==> config.mk <==
export PLATFORM = sky130hd
export DESIGN_NAME = uart_rx_fifo
export DESIGN_NICKNAME = d
export VERILOG_FILES = /design/src/rtl/uart_rx_fifo.sv
export SDC_FILE = /design/constraint.sdc
export NUM_CORES = 1
export LEC_CHECK = 0
export BUFFER_PORTS_ARGS = -buffer_cell sky130_fd_sc_hd__buf_2
export CORE_ASPECT_RATIO = 1.2
export CORE_UTILIZATION = 45
export DETAILED_ROUTE_END_ITERATION = 8
export GPL_TIMING_DRIVEN = 1
export PLACE_DENSITY = 0.62
export SLEW_MARGIN = 20
export SYNTH_ARGS = -nofsm -noshare
export SYNTH_HDL_FRONTEND = slang
export SYNTH_SLANG_ARGS = --single-unit
export TNS_END_PERCENT = 50
==> constraint.sdc <==
create_clock -name clk_50M -period 3.15 [get_ports clk_50M]
set_clock_uncertainty 0.1 [all_clocks]
set_input_delay 0.7875 -clock clk_50M [delete_from_list [all_inputs] [get_ports clk_50M]]
set_output_delay 0.7875 -clock clk_50M [all_outputs]
set_load 0.05 [all_outputs]
==> src/rtl/uart_rx_fifo.sv <==
// uart_rx_fifo: parametrised UART receiver with a show-ahead receive FIFO.
//
// Receives asynchronous serial frames (start, DATA_BITS data LSB first,
// optional parity, STOP_BITS stop bits) on rx, rejects false starts, and
// stores each completed word with its framing and parity error flags in a
// FIFO_DEPTH-entry FIFO drained through a valid/ready handshake.
//
// Ports:
//   clk_50M        system clock, rising edge
//   rst            synchronous active-high reset
//   rx             asynchronous serial input, idle high
//   rx_msg         head-of-FIFO data word (0 when empty)
//   rx_frame_err   head word had a low stop bit
//   rx_parity_err  head word failed parity
//   rx_valid       FIFO non-empty
//   rx_ready       consumer accepts head word when high with rx_valid
//   overrun        one-cycle pulse: completed word dropped, FIFO full
//   fifo_count     number of stored words
module uart_rx_fifo #(
  parameter int CLK_FREQ   = 50000000,
  parameter int BAUD       = 115200,
  parameter int DATA_BITS  = 8,
  parameter int PARITY     = 0,
  parameter int STOP_BITS  = 1,
  parameter int FIFO_DEPTH = 4
) (
  input  logic                          clk_50M,
  input  logic                          rst,
  input  logic                          rx,
  output logic [DATA_BITS-1:0]          rx_msg,
  output logic                          rx_frame_err,
  output logic                          rx_parity_err,
  output logic                          rx_valid,
  input  logic                          rx_ready,
  output logic                          overrun,
  output logic [$clog2(FIFO_DEPTH):0]   fifo_count
);

  localparam int CLKS_PER_BIT = CLK_FREQ / BAUD;
  localparam int CW = $clog2(CLKS_PER_BIT);
  localparam int AW = $clog2(FIFO_DEPTH);
  localparam int WW = DATA_BITS + 2;
  localparam logic [CW-1:0] HALF_LAST = CW'(CLKS_PER_BIT / 2 - 1);
  localparam logic [CW-1:0] BIT_LAST  = CW'(CLKS_PER_BIT - 1);
  localparam logic [CW-1:0] BAUD_ONE  = CW'(1);
  localparam logic [3:0]    DATA_LAST = 4'(DATA_BITS - 1);
  localparam logic [3:0]    STOP_LAST = 4'(STOP_BITS - 1);
  localparam logic [3:0]    BIT_ONE   = 4'd1;
  localparam logic [AW-1:0] PTR_ONE   = AW'(1);
  localparam logic [AW:0]   CNT_ONE   = (AW+1)'(1);
  localparam logic [AW:0]   CNT_FULL  = (AW+1)'(FIFO_DEPTH);

  typedef enum logic [2:0] {
    S_IDLE, S_START, S_DATA, S_PARITY, S_STOP, S_WAIT_HIGH
  } state_t;

  // Odd parity expects data ^ parity bit == 1, even expects 0.
  function automatic logic parity_fail(input logic [DATA_BITS-1:0] d,
                                       input logic s);
    logic expected;
    expected = (PARITY == 1);
    return (((^d) ^ s) != expected);
  endfunction

  // Synchronizer plus previous-value register for falling-edge detection.
  logic meta_q, rxs_q, prev_q;

  always_ff @(posedge clk_50M) begin
    if (rst) begin
      meta_q <= 1'b1;
      rxs_q  <= 1'b1;
      prev_q <= 1'b1;
    end else begin
      meta_q <= rx;
      rxs_q  <= meta_q;
      prev_q <= rxs_q;
    end
  end

  // Receive FSM.
  state_t                state_q, state_d;
  logic [CW-1:0]         baud_q, baud_d;
  logic [3:0]            bit_q, bit_d;
  logic [DATA_BITS-1:0]  shift_q, shift_d;
  logic                  ferr_q, ferr_d, perr_q, perr_d;
  logic                  push_q, push_d;
  logic [WW-1:0]         pword_q, pword_d;
  logic                  mid;

  always_comb begin
    state_d = state_q;
    baud_d  = baud_q + BAUD_ONE;
    bit_d   = bit_q;
    shift_d = shift_q;
    ferr_d  = ferr_q;
    perr_d  = perr_q;
    push_d  = 1'b0;
    pword_d = pword_q;
    mid     = (baud_q == BIT_LAST);
    case (state_q)
      S_IDLE: begin
        baud_d = '0;
        if (prev_q && !rxs_q) begin
          state_d = S_START;
          bit_d   = '0;
        end
      end
      S_START: begin
        if (baud_q == HALF_LAST) begin
          baud_d = '0;
          if (rxs_q) begin
            state_d = S_IDLE;
          end else begin
            state_d = S_DATA;
            bit_d   = '0;
            ferr_d  = 1'b0;
            perr_d  = 1'b0;
          end
        end
      end
      S_DATA: begin
        if (mid) begin
          baud_d  = '0;
          shift_d = {rxs_q, shift_q[DATA_BITS-1:1]};
          if (bit_q == DATA_LAST) begin
            bit_d   = '0;
            state_d = (PARITY != 0) ? S_PARITY : S_STOP;
          end else begin
            bit_d = bit_q + BIT_ONE;
          end
        end
      end
      S_PARITY: begin
        if (mid) begin
          baud_d  = '0;
          perr_d  = parity_fail(shift_q, rxs_q);
          state_d = S_STOP;
        end
      end
      S_STOP: begin
        if (mid) begin
          baud_d = '0;
          ferr_d = ferr_q | ~rxs_q;
          if (bit_q == STOP_LAST) begin
            push_d  = 1'b1;
            pword_d = {ferr_q | ~rxs_q, perr_q, shift_q};
            // A low final stop bit (break) must not retrigger a frame.
            state_d = rxs_q ? S_IDLE : S_WAIT_HIGH;
          end else begin
            bit_d = bit_q + BIT_ONE;
          end
        end
      end
      S_WAIT_HIGH: begin
        baud_d = '0;
        if (rxs_q) state_d = S_IDLE;
      end
      default: state_d = S_IDLE;
    endcase
  end

  always_ff @(posedge clk_50M) begin
    if (rst) begin
      state_q <= S_IDLE;
      baud_q  <= '0;
      bit_q   <= '0;
      ferr_q  <= 1'b0;
      perr_q  <= 1'b0;
      push_q  <= 1'b0;
    end else begin
      state_q <= state_d;
      baud_q  <= baud_d;
      bit_q   <= bit_d;
      ferr_q  <= ferr_d;
      perr_q  <= perr_d;
      push_q  <= push_d;
    end
  end

  always_ff @(posedge clk_50M) begin
    shift_q <= shift_d;
    pword_q <= pword_d;
  end

  // Receive FIFO: entry = {frame_err, parity_err, data}.
  logic [WW-1:0] mem_q [FIFO_DEPTH];
  logic [AW-1:0] wr_q, rd_q;
  logic [AW:0]   cnt_q;
  logic          ovr_q;
  logic          full, valid, pop, wr_en;
  logic [WW-1:0] head;

  assign full  = (cnt_q == CNT_FULL);
  assign valid = (cnt_q != '0);
  assign pop   = valid & rx_ready;
  // A pop in the same cycle frees the slot, so a full FIFO still accepts.
  assign wr_en = push_q & (~full | pop);

  always_ff @(posedge clk_50M) begin
    if (rst) begin
      wr_q  <= '0;
      rd_q  <= '0;
      cnt_q <= '0;
      ovr_q <= 1'b0;
    end else begin
      if (wr_en) wr_q <= wr_q + PTR_ONE;
      if (pop)   rd_q <= rd_q + PTR_ONE;
      case ({wr_en, pop})
        2'b10:   cnt_q <= cnt_q + CNT_ONE;
        2'b01:   cnt_q <= cnt_q - CNT_ONE;
        default: cnt_q <= cnt_q;
      endcase
      ovr_q <= push_q & full & ~pop;
    end
  end

  always_ff @(posedge clk_50M) begin
    if (wr_en) mem_q[wr_q] <= pword_q;
  end

  // Outputs are gated by valid so they read 0 whenever the FIFO is empty.
  assign head          = mem_q[rd_q];
  assign rx_msg        = valid ? head[DATA_BITS-1:0] : '0;
  assign rx_parity_err = valid & head[DATA_BITS];
  assign rx_frame_err  = valid & head[DATA_BITS+1];
  assign rx_valid      = valid;
  assign overrun       = ovr_q;
  assign fifo_count    = cnt_q;

endmodule

==> impl_results.md, run 1 <==
- Status: finished, final reports clean
- Diode count: 0
- Hold path startpoint: meta_q
- Via count: roughly 2100
- Total area of sequential cells: 2380 um2
- Endpoints failing setup: 0
- Number of max-cap violations: 0
- RSZ-0062 raised after global routing: no
- Crit-path max cell delay: 0.50 ns
- Initial Util: 0.467
- Yosys cell types: 52
- R2r startpoint: baud_q[0]
- Cells along the critical path: buf_4 -> mux4_2 -> and2_1 -> buf_2
- Crit path max fanout: 6
- Global route overflow: 0
- P_leak: 0.00145 uW
- Clk slew on worst S/H paths: 0.09 ns
- First-pass GRT wire length: 9630 um
- Fin crit period: between 2 and 3 ns
- Drt drc: 0
- Mapped Avg Cell Area: 13.4 um2
- DRT Wirelength: 5680 um
- CP Data Required Time: 2.26 ns
- Syn nets: 297
- Vias per cell: a little under 5
- Largest net degree at the start of global routing: 26
- Hold_buf cts: 0
- CTS Root Cell: clkbuf_8
- Setup bufs post-CTS: 0
- Tot GR Track Use: 0.144
- R2r worst-path depth: 6
- Row cnt: 36
- Arrival @ worst endpoint: just under 2 ns
- Critical path's top delay family: flip-flops
- Final instance area: 4190 um2
- Max rail drop VDD: 0.242 mV
- PwrDens: between 600 and 700 nW/um2
- Area after DPL: roughly 4000 um2
- Top_reg_cell synth: edfxtp_1
- Sequential element share of the synthesized area: 0.626
- P&R area growth vs syn: 10.2%
- Final Max Tran Viols: 0
- Die Span Y: 103 um
- YS warnings: 0
- Setup TNS: 0 ns
- Startpoint types: flip-flop
- Gate Count Post-Synth: between 200 and 300
- Initial antenna violation count: 0
- Worst Hold Slack: about 0.32 ns
- HP Class: flip-flop to flip-flop
- R2R Setup Slk: 1.23 ns
- Detailed Place HPWL: 3830 um
- Final Cycle Share: 0.901
- DRT Pass-1 Iters: 4
- Max-slew headroom: 0.648
- Ports: 19
- Vias in the first global route: 2013
- Total CTS buffers: 9
- Port Buffers: 18
- Area of the multi-input gates: 1330 um2
- Seq cells post-synth: 90
- Core area: 8150 um2
- Fraction of registers with async set or reset after synthesis: 0
- Critical path type: flip-flop to output pin
- Die span in x: 85.9 um
- DR iter-0 viols: 74
- Drt wl/cell: 13.4 um
- FMAX: 352 MHz
- Number of flops mapped to enable cells by yosys: 58
- Syn Std Cell Area: 3800 um2
- Crit path buffers/inverters: 2
- Antenna-violating nets left: 0
- CTS tree: yes
- Worst Hold End: rxs_q
- Maximum clock path buffer count: 2
- Nets@finish: 319
- R2r endpoint: bit_q[2]
- Hold Fails Final Rpt: 0
- Crit path max-delay cell type: dfxtp_1
- Sinks on Clock Net: 90
- Filler Cells Inserted: 690
- Post-CTS sizing: 0
- Worst Hold Depth: 1
- Layout cells sized above 1: 0.181
- Least-Margin Pin Slew: 0.528 ns
- GPL Wtd Cong: around 0.76
- H-tree lvl count: 3
- Die area: a little under 9000 um2
- Crit. End Element: output pin
- Worst-skew pair later-pin latency: 0.34 ns
## logic make-up after synthesis
logic type | Yosys count | synth area share
xor+xnor | 19 | 0.0474
buf+inv | 23 | 0.0243
mux | 12 | 0.0645
compound gates | 29 | 0.0579
simple gates | 100 | 0.145
flops | 90 | 0.626
fa+ha+maj | 10 | 0.0349
## metal layers
metal | part of all wire | global-route usage | up-vias | wire length (um)
met5 | 0 | 0 | - | 0
met4 | 0.010 | 0.0615 | 0 | 57
met3 | 0.024 | 0.0296 | 6 | 134
met2 | 0.51 | 0.252 | 24 | 2880
met1 | 0.46 | 0.173 | 1006 | 2610
li1 | - | - | 1069 | -
## report_power, final
| group | internal [uW] | switching (uW) |
|---|---|---|
| sequential | 1270 | 52.7 |
| combinational | 245 | 560 |
| clock | 294 | 412 |
## synth_stat cells (2+ instances only)
library cell,number,area [um2]
a21boi_1,2,15.0
a21oi_1,7,35.0
a22oi_1,2,15.0
and2_1,12,75.1
and3_1,6,37.5
buf_2,5,25.0
clkbuf_1,4,15.0
dfxtp_1,32,641
edfxtp_1,58,1740
ha_1,9,113
inv_1,13,48.8
mux2i_1,2,20.0
mux4_2,10,225
nand2_1,7,26.3
nand2b_1,8,50.1
nand3_1,11,55.1
nor2_1,29,109
nor2b_1,2,12.5
nor3_1,7,35.0
o211ai_1,3,22.5
o21ai_0,2,10.0
o22ai_1,2,12.5
or2_2,4,25.0
or3_1,2,12.5
xnor2_1,12,105
xor2_1,6,52.6
## layout by cell type, fill, tap and decap left out, drive strengths merged, types with 7 or more instances in the layout
| cell | netlist | routed |
|---|---|---|
| edfxtp | 58 | 58 |
| dfxtp | 32 | 32 |
| nor2 | 29 | 29 |
| buf | 6 | 21 |
| inv | 13 | 15 |
| and2 | 12 | 12 |
| xnor2 | 12 | 12 |
| nand3 | 11 | 11 |
| mux4 | 10 | 10 |
| clkbuf | 4 | 10 |
| ha | 9 | 9 |
| nand2b | 8 | 8 |
| nand2 | 8 | 8 |
| nor3 | 7 | 7 |
| a21oi | 7 | 7 |
## metrics by stage
stage | total power (uW) | cells | setup WS [ns] | utilization
4_1_cts | 2870 | 424 | 0.267 | 0.514
3_3_place_gp | 2160 | 408 | 0.665 | 0.492
6_report | 2840 | 424 | 0.313 | 0.514
2_1_floorplan | 2010 | 283 | 0.264 | -
3_5_place_dp | 2170 | 408 | 0.649 | 0.492
5_1_grt | 2970 | 424 | 0.168 | 0.514
## worst max-delay path by stage
stage	start	end	slack, ns	cells after the start
detailed placement	flip-flop	rx_msg[0]	0.65	4
global route	flip-flop	rx_msg[0]	0.17	4
CTS	flip-flop	rx_msg[0]	0.27	4
floorplan	fifo_count[0]	rx_msg[0]	0.26	3
finish	flip-flop	rx_msg[0]	0.31	4
global placement	flip-flop	rx_msg[5]	0.67	4
## flip-flops by register name, indices dropped and copies added (netlist names), named ones only
name        count
pword_q        10
perr_q          1
overrun         1
baud_q          9
wr_q            2
state_q         3
prev_q          1
rd_q            2
rxs_q           1
bit_q           4
push_q          1
mem_q          40
ferr_q          1
fifo_count      3
meta_q          1
shift_q         8
## layout make-up
cell class	instances	share of cell area
clock inverter	6	0.0116
sequential	90	0.568
clock buffer	10	0.0304
timing repair buffer	21	0.0269
multi-input combinational	170	0.317
inverter	13	0.0116
tap	114	0.0340
Power figures use the tool's default switching activity.
==> run 2, diff against run 1 <==
CORE_UTILIZATION = 50   (was 45)
PLACE_DENSITY = 0.67   (was 0.62)
==> impl_results.md, run 2 (synthesized netlist as in run 1, its figures left out) <==
- Antenna-violating nets left: 0 (unchanged)
- Initial Util: 0.520 (+0.0533)
- Setup bufs post-CTS: 0 (unchanged)
- Number of flip-flops in the largest register: 40 (unchanged)
- Worst Hold Depth: 1 (unchanged)
- First-pass GRT wire length: 9770 um (+1.4%)
- H-tree lvl count: 3 (unchanged)
- Worst-skew pair later-pin latency: 0.35 ns (about the same)
- Least-Margin Pin Slew: 0.566 ns (+0.0380 ns)
- HP Class: flip-flop to flip-flop
- Total power: 2950 uW (+4.0%)
- CTS Root Cell: clkbuf_8
- P_leak: 0.00148 uW (+2.1%)
- Setup TNS: 0 ns (unchanged)
- Nets@finish: 319 (unchanged)
- Post-CTS sizing: 0 (unchanged)
- Final Cycle Share: 0.870 (-0.0309)
- Crit path max fanout: 8 (+2)
- GPL Wtd Cong: 0.796 (+4.7%)
- Total CTS buffers: 9 (unchanged)
- Die Span Y: 97.5 um (-5.0%)
- Largest net degree at the start of global routing: 26 (unchanged)
- Dpl ws: 0.748 ns (+0.0993 ns)
- Port Buffers: 18 (unchanged)
- Initial antenna violation count: 0 (unchanged)
- Drt drc: 0 (unchanged)
- Status: finished, final reports clean
- Via count: 2137 (+1.5%)
- FMAX: 365 MHz (+3.6%)
- Sinks on Clock Net: 90 (unchanged)
- Vias per cell: 5.34 (+7.6%)
- Vias in the first global route: 2123 (+5.5%)
- Ports: 19 (unchanged)
- Endpoints failing setup: 0 (unchanged)
- Critical path type: flip-flop to output pin
- Regs by FF count: mem_q (40), pword_q (10), baud_q (9)
- Arrival @ worst endpoint: 1.85 ns (-0.10 ns)
- Max-slew headroom: 0.623 (-0.0253)
- Startpoint types: flip-flop
- Most frequent cells in the layout: 58 x edfxtp_1, 32 x dfxtp_1, 29 x nor2_1, 18 x buf_2, 13 x inv_1
- Maximum clock path buffer count: 2 (unchanged)
- Core area: 7320 um2 (-10%)
- Crit. End Element: output pin
- Number of max-cap violations: 0 (unchanged)
- Fin worst setup slack: 0.410 ns (+0.0973 ns)
- CP Data Required Time: 2.26 ns (about the same)
- Biggest register: mem_q
- Tot GR Track Use: 0.163 (+0.0192)
- Row cnt: 34 (-5.6%)
- DRT Wirelength: 5730 um (+0.77%)
- Drt wl/cell: 14.3 um (+6.8%)
- Most common cell after layout, fill and taps aside: edfxtp_1
- Hold_buf cts: 0 (unchanged)
- P&R area growth vs syn: 10.5%
- DR iter-0 viols: 116 (+57%)
- CTS tree: yes
- RSZ-0062 raised after global routing: no
- Fin crit period: 2.74 ns (-0.0973 ns)
- Detailed Place HPWL: 3890 um (+1.5%)
- Layout cells sized above 1: 0.184 (+0.00323)
- DRT Pass-1 Iters: 4 (unchanged)
- R2r worst-path depth: 6 (unchanged)
- PwrDens: 702 nW/um2 (+3.8%)
- Diode count: 0 (unchanged)
- Max rail drop VDD: 0.510 mV (+110%)
- Final Max Tran Viols: 0 (unchanged)
- Clk slew on worst S/H paths: 0.09 ns (about the same)
- Global route overflow: 0 (unchanged)
- Hold Fails Final Rpt: 0 (unchanged)
- Die area: 7960 um2 (-9.8%)
- Die span in x: 81.6 um (-5.0%)
run 2: changes by cell type in the layout (fill, tap and decap cells not counted), sizes merged:
cell / previous run / this run
clkinvlp: 3 / 0
clkbuf: 10 / 9
bufinv: 0 / 1
clkinv: 1 / 2
inv: 15 / 17
run 2: area by class of cell:
cell class	instances	area, um2
clock inverter	7	92.6
fill	595	3120
clock buffer	9	124
tap	90	113
sequential	90	2380
multi-input combinational	170	1330
inverter	13	48.8
timing repair buffer	21	113
run 2: through the flow:
step | area [um2] | cells | utilization | hold slack (ns)
2_1_floorplan | 3800 | 283 | - | 0.289
3_3_place_gp | 3990 | 384 | 0.545 | 0.294
3_5_place_dp | 3990 | 384 | 0.545 | 0.294
4_1_cts | 4200 | 400 | 0.574 | 0.317
5_1_grt | 4200 | 400 | 0.574 | 0.346
6_report | 4200 | 400 | 0.574 | 0.316
run 2: path summary, 6_finish.rpt:
kind                            slack [ns]  startpoint         to
worst max-delay path                  0.41   flip-flop  rx_msg[7]
worst min register to register        0.32      meta_q      rxs_q
worst max register to register        1.20   baud_q[0]   bit_q[2]
worst min-delay path                  0.32      meta_q      rxs_q
run 2: metal layers:
metal | GRT usage | vias to the layer above | share of wire
met5 | 0 | - | 0
met4 | 0.0783 | 0 | 0.018
met3 | 0.0338 | 8 | 0.026
met2 | 0.270 | 39 | 0.50
met1 | 0.198 | 1020 | 0.45
li1 | - | 1070 | -
run 2: power breakdown:
part,internal [uW],switching (uW)
clock network,389,433
registers,1270,44.7
logic,246,565
total,1910,1040
run 2: critical path, stage by stage (launching register included):
cell and delay, ns:
dfxtp_1 0.40, buf_4 0.24, mux4_2 0.51, and2_1 0.17
buf_2 0.20
==> run 3, diff against run 2 <==
PLACE_DENSITY = 0.79   (was 0.67)
==> impl_results.md, run 3 (synthesized netlist as in run 1, its figures left out) <==
- Crit path max-delay cell type: mux4_2
- Clk slew on worst S/H paths: 0.10 ns (about the same)
- Total CTS buffers: 9 (unchanged)
- First-pass GRT wire length: 9650 um (-1.3%)
- Startpoint types: flip-flop
- Max rail drop VDD: 0.423 mV (-17%)
- Core area: 7320 um2 (unchanged)
- Ports: 19 (unchanged)
- Number of flip-flops in the largest register: 40 (unchanged)
- Filler Cells Inserted: 574 (-3.5%)
- P&R area growth vs syn: 10.5% (unchanged)
- Antenna-violating nets left: 0 (unchanged)
- Tot GR Track Use: 0.160 (-0.00266)
- PwrDens: 708 nW/um2 (+0.78%)
- Hold Fails Final Rpt: 0 (unchanged)
- Initial antenna violation count: 0 (unchanged)
- H-tree lvl count: 3 (unchanged)
- Fin crit period: 2.68 ns (-0.0586 ns)
- DRT Pass-1 Iters: 4 (unchanged)
- Final core utilization: 0.574 (unchanged)
- Most common cell after layout, fill and taps aside: edfxtp_1
- Worst-skew pair later-pin latency: 0.35 ns (about the same)
- Endpoints failing setup: 0 (unchanged)
- Sinks on Clock Net: 90 (unchanged)
- Hold_buf cts: 0 (unchanged)
- Row cnt: 34 (unchanged)
- Total area of sequential cells: 2380 um2 (unchanged)
- Crit. End Element: output pin
- P_leak: 0.00148 uW (-0.31%)
- Post-CTS sizing: 0 (unchanged)
- Detailed Place HPWL: 3930 um (+1.0%)
- Setup bufs post-CTS: 0 (unchanged)
- Final Cycle Share: 0.851 (-0.0186)
- Port Buffers: 18 (unchanged)
- CP Data Required Time: 2.26 ns (about the same)
- Crit path buffers/inverters: 2 (unchanged)
- DRT Wirelength: 5720 um (-0.16%)
- Nets@finish: 319 (unchanged)
- Crit-path max cell delay: 0.52 ns (about the same)
- GPL Wtd Cong: 0.772 (-3.1%)
- Dpl cells: 384 (unchanged)
- Die span in x: 81.6 um (unchanged)
- Crit path max fanout: 10 (+2)
- Cells along the critical path: buf_4 -> mux4_2 -> and2_1 -> buf_2
- Drt wl/cell: 14.3 um (-0.16%)
- Status: finished, final reports clean
- WL met3: 164 um (+8.6%)
- Initial Util: 0.520 (unchanged)
- Area of the multi-input gates: 1330 um2 (unchanged)
- Final cell count without fillers: 400 (unchanged)
- Biggest register: mem_q
- FMAX: 373 MHz (+2.2%)
- CTS tree: yes
- Most frequent cells in the layout: 58 x edfxtp_1, 32 x dfxtp_1, 29 x nor2_1, 18 x buf_2, 13 x inv_1
- Met2 WL post-DR: 2880 um (-0.48%)
- Layout cells sized above 1: 0.177 (-0.00645)
- HP Class: flip-flop to flip-flop
- Arrival @ worst endpoint: 1.79 ns (-0.06 ns)
- Least-Margin Pin Slew: 0.536 ns (-0.0296 ns)
- RSZ-0062 raised after global routing: no
- Met1 Routed Length: 2590 um (+0.46%)
- Drt drc: 0 (unchanged)
- Vias in the first global route: 2100 (-1.1%)
- Highest metal used: met4
- CTS Root Cell: clkbuf_8
- Regs by FF count: mem_q (40), pword_q (10), baud_q (9)
- Die Span Y: 97.5 um (unchanged)
- DR iter-0 viols: 119 (+2.6%)
- Via count: 2155 (+0.84%)
- Die area: 7960 um2 (unchanged)
- Number of max-cap violations: 0 (unchanged)
- Diode count: 0 (unchanged)
- Vias per cell: 5.39 (+0.84%)
- Setup TNS: 0 ns (unchanged)
- Critical path's top delay family: multiplexers
- Global route overflow: 0 (unchanged)
- Final Max Tran Viols: 0 (unchanged)
- Maximum clock path buffer count: 2 (unchanged)
- Max-slew headroom: 0.642 (+0.0192)
- Critical path type: flip-flop to output pin
- Largest net degree at the start of global routing: 26 (unchanged)
run 3: changes by cell type in the layout (fill, tap and decap cells not counted), sizes merged:
cell,change
clkinv,-1
clkbuf,+1
bufinv,+1
clkinvlp,+1
inv,-2
run 3: area by class of cell:
cell class              instances  area share
clock buffers                  10      0.0304
clock inverters                 6      0.0211
inverters                      13      0.0116
multi-input cells             170       0.316
flip-flops and latches         90       0.567
well taps                      90      0.0268
repair buffers                 21      0.0268
run 3: path summary, 6_finish.rpt:
kind,start,end,slack [ns],cells after the start
max,flip-flop,rx_msg[5],0.47,4
min,meta_q,rxs_q,0.32,1
max reg2reg,baud_q[0],bit_q[2],1.17,6
min reg2reg,meta_q,rxs_q,0.32,1
run 3: per-stage QoR:
step	total power, uW	hold WS, ns	cell area (um2)	worst slack [ns]
after CTS	3000	0.320	4200	0.440
after global routing	3110	0.329	4200	0.380
after floorplan	2010	0.289	3800	0.264
after detailed placement	2170	0.299	3990	0.790
after global placement	2160	0.292	3990	0.850
final	2970	0.316	4200	0.469
run 3: layer usage:
metal  GRT usage  vias up
met4      0.0769        0
met5           0        -
li1            -     1070
met2       0.270       37
met3      0.0254        6
met1       0.196     1042
run 3: power by group:
part / total [uW] / internal (uW) / switching, uW / leakage, uW
clock network: 843 / 450 / 392 / 0.000105
registers: 1310 / 1270 / 40.4 / 0.000781
logic: 818 / 246 / 572 / 0.000592
total: 2970 / 1970 / 1000 / 0.00148
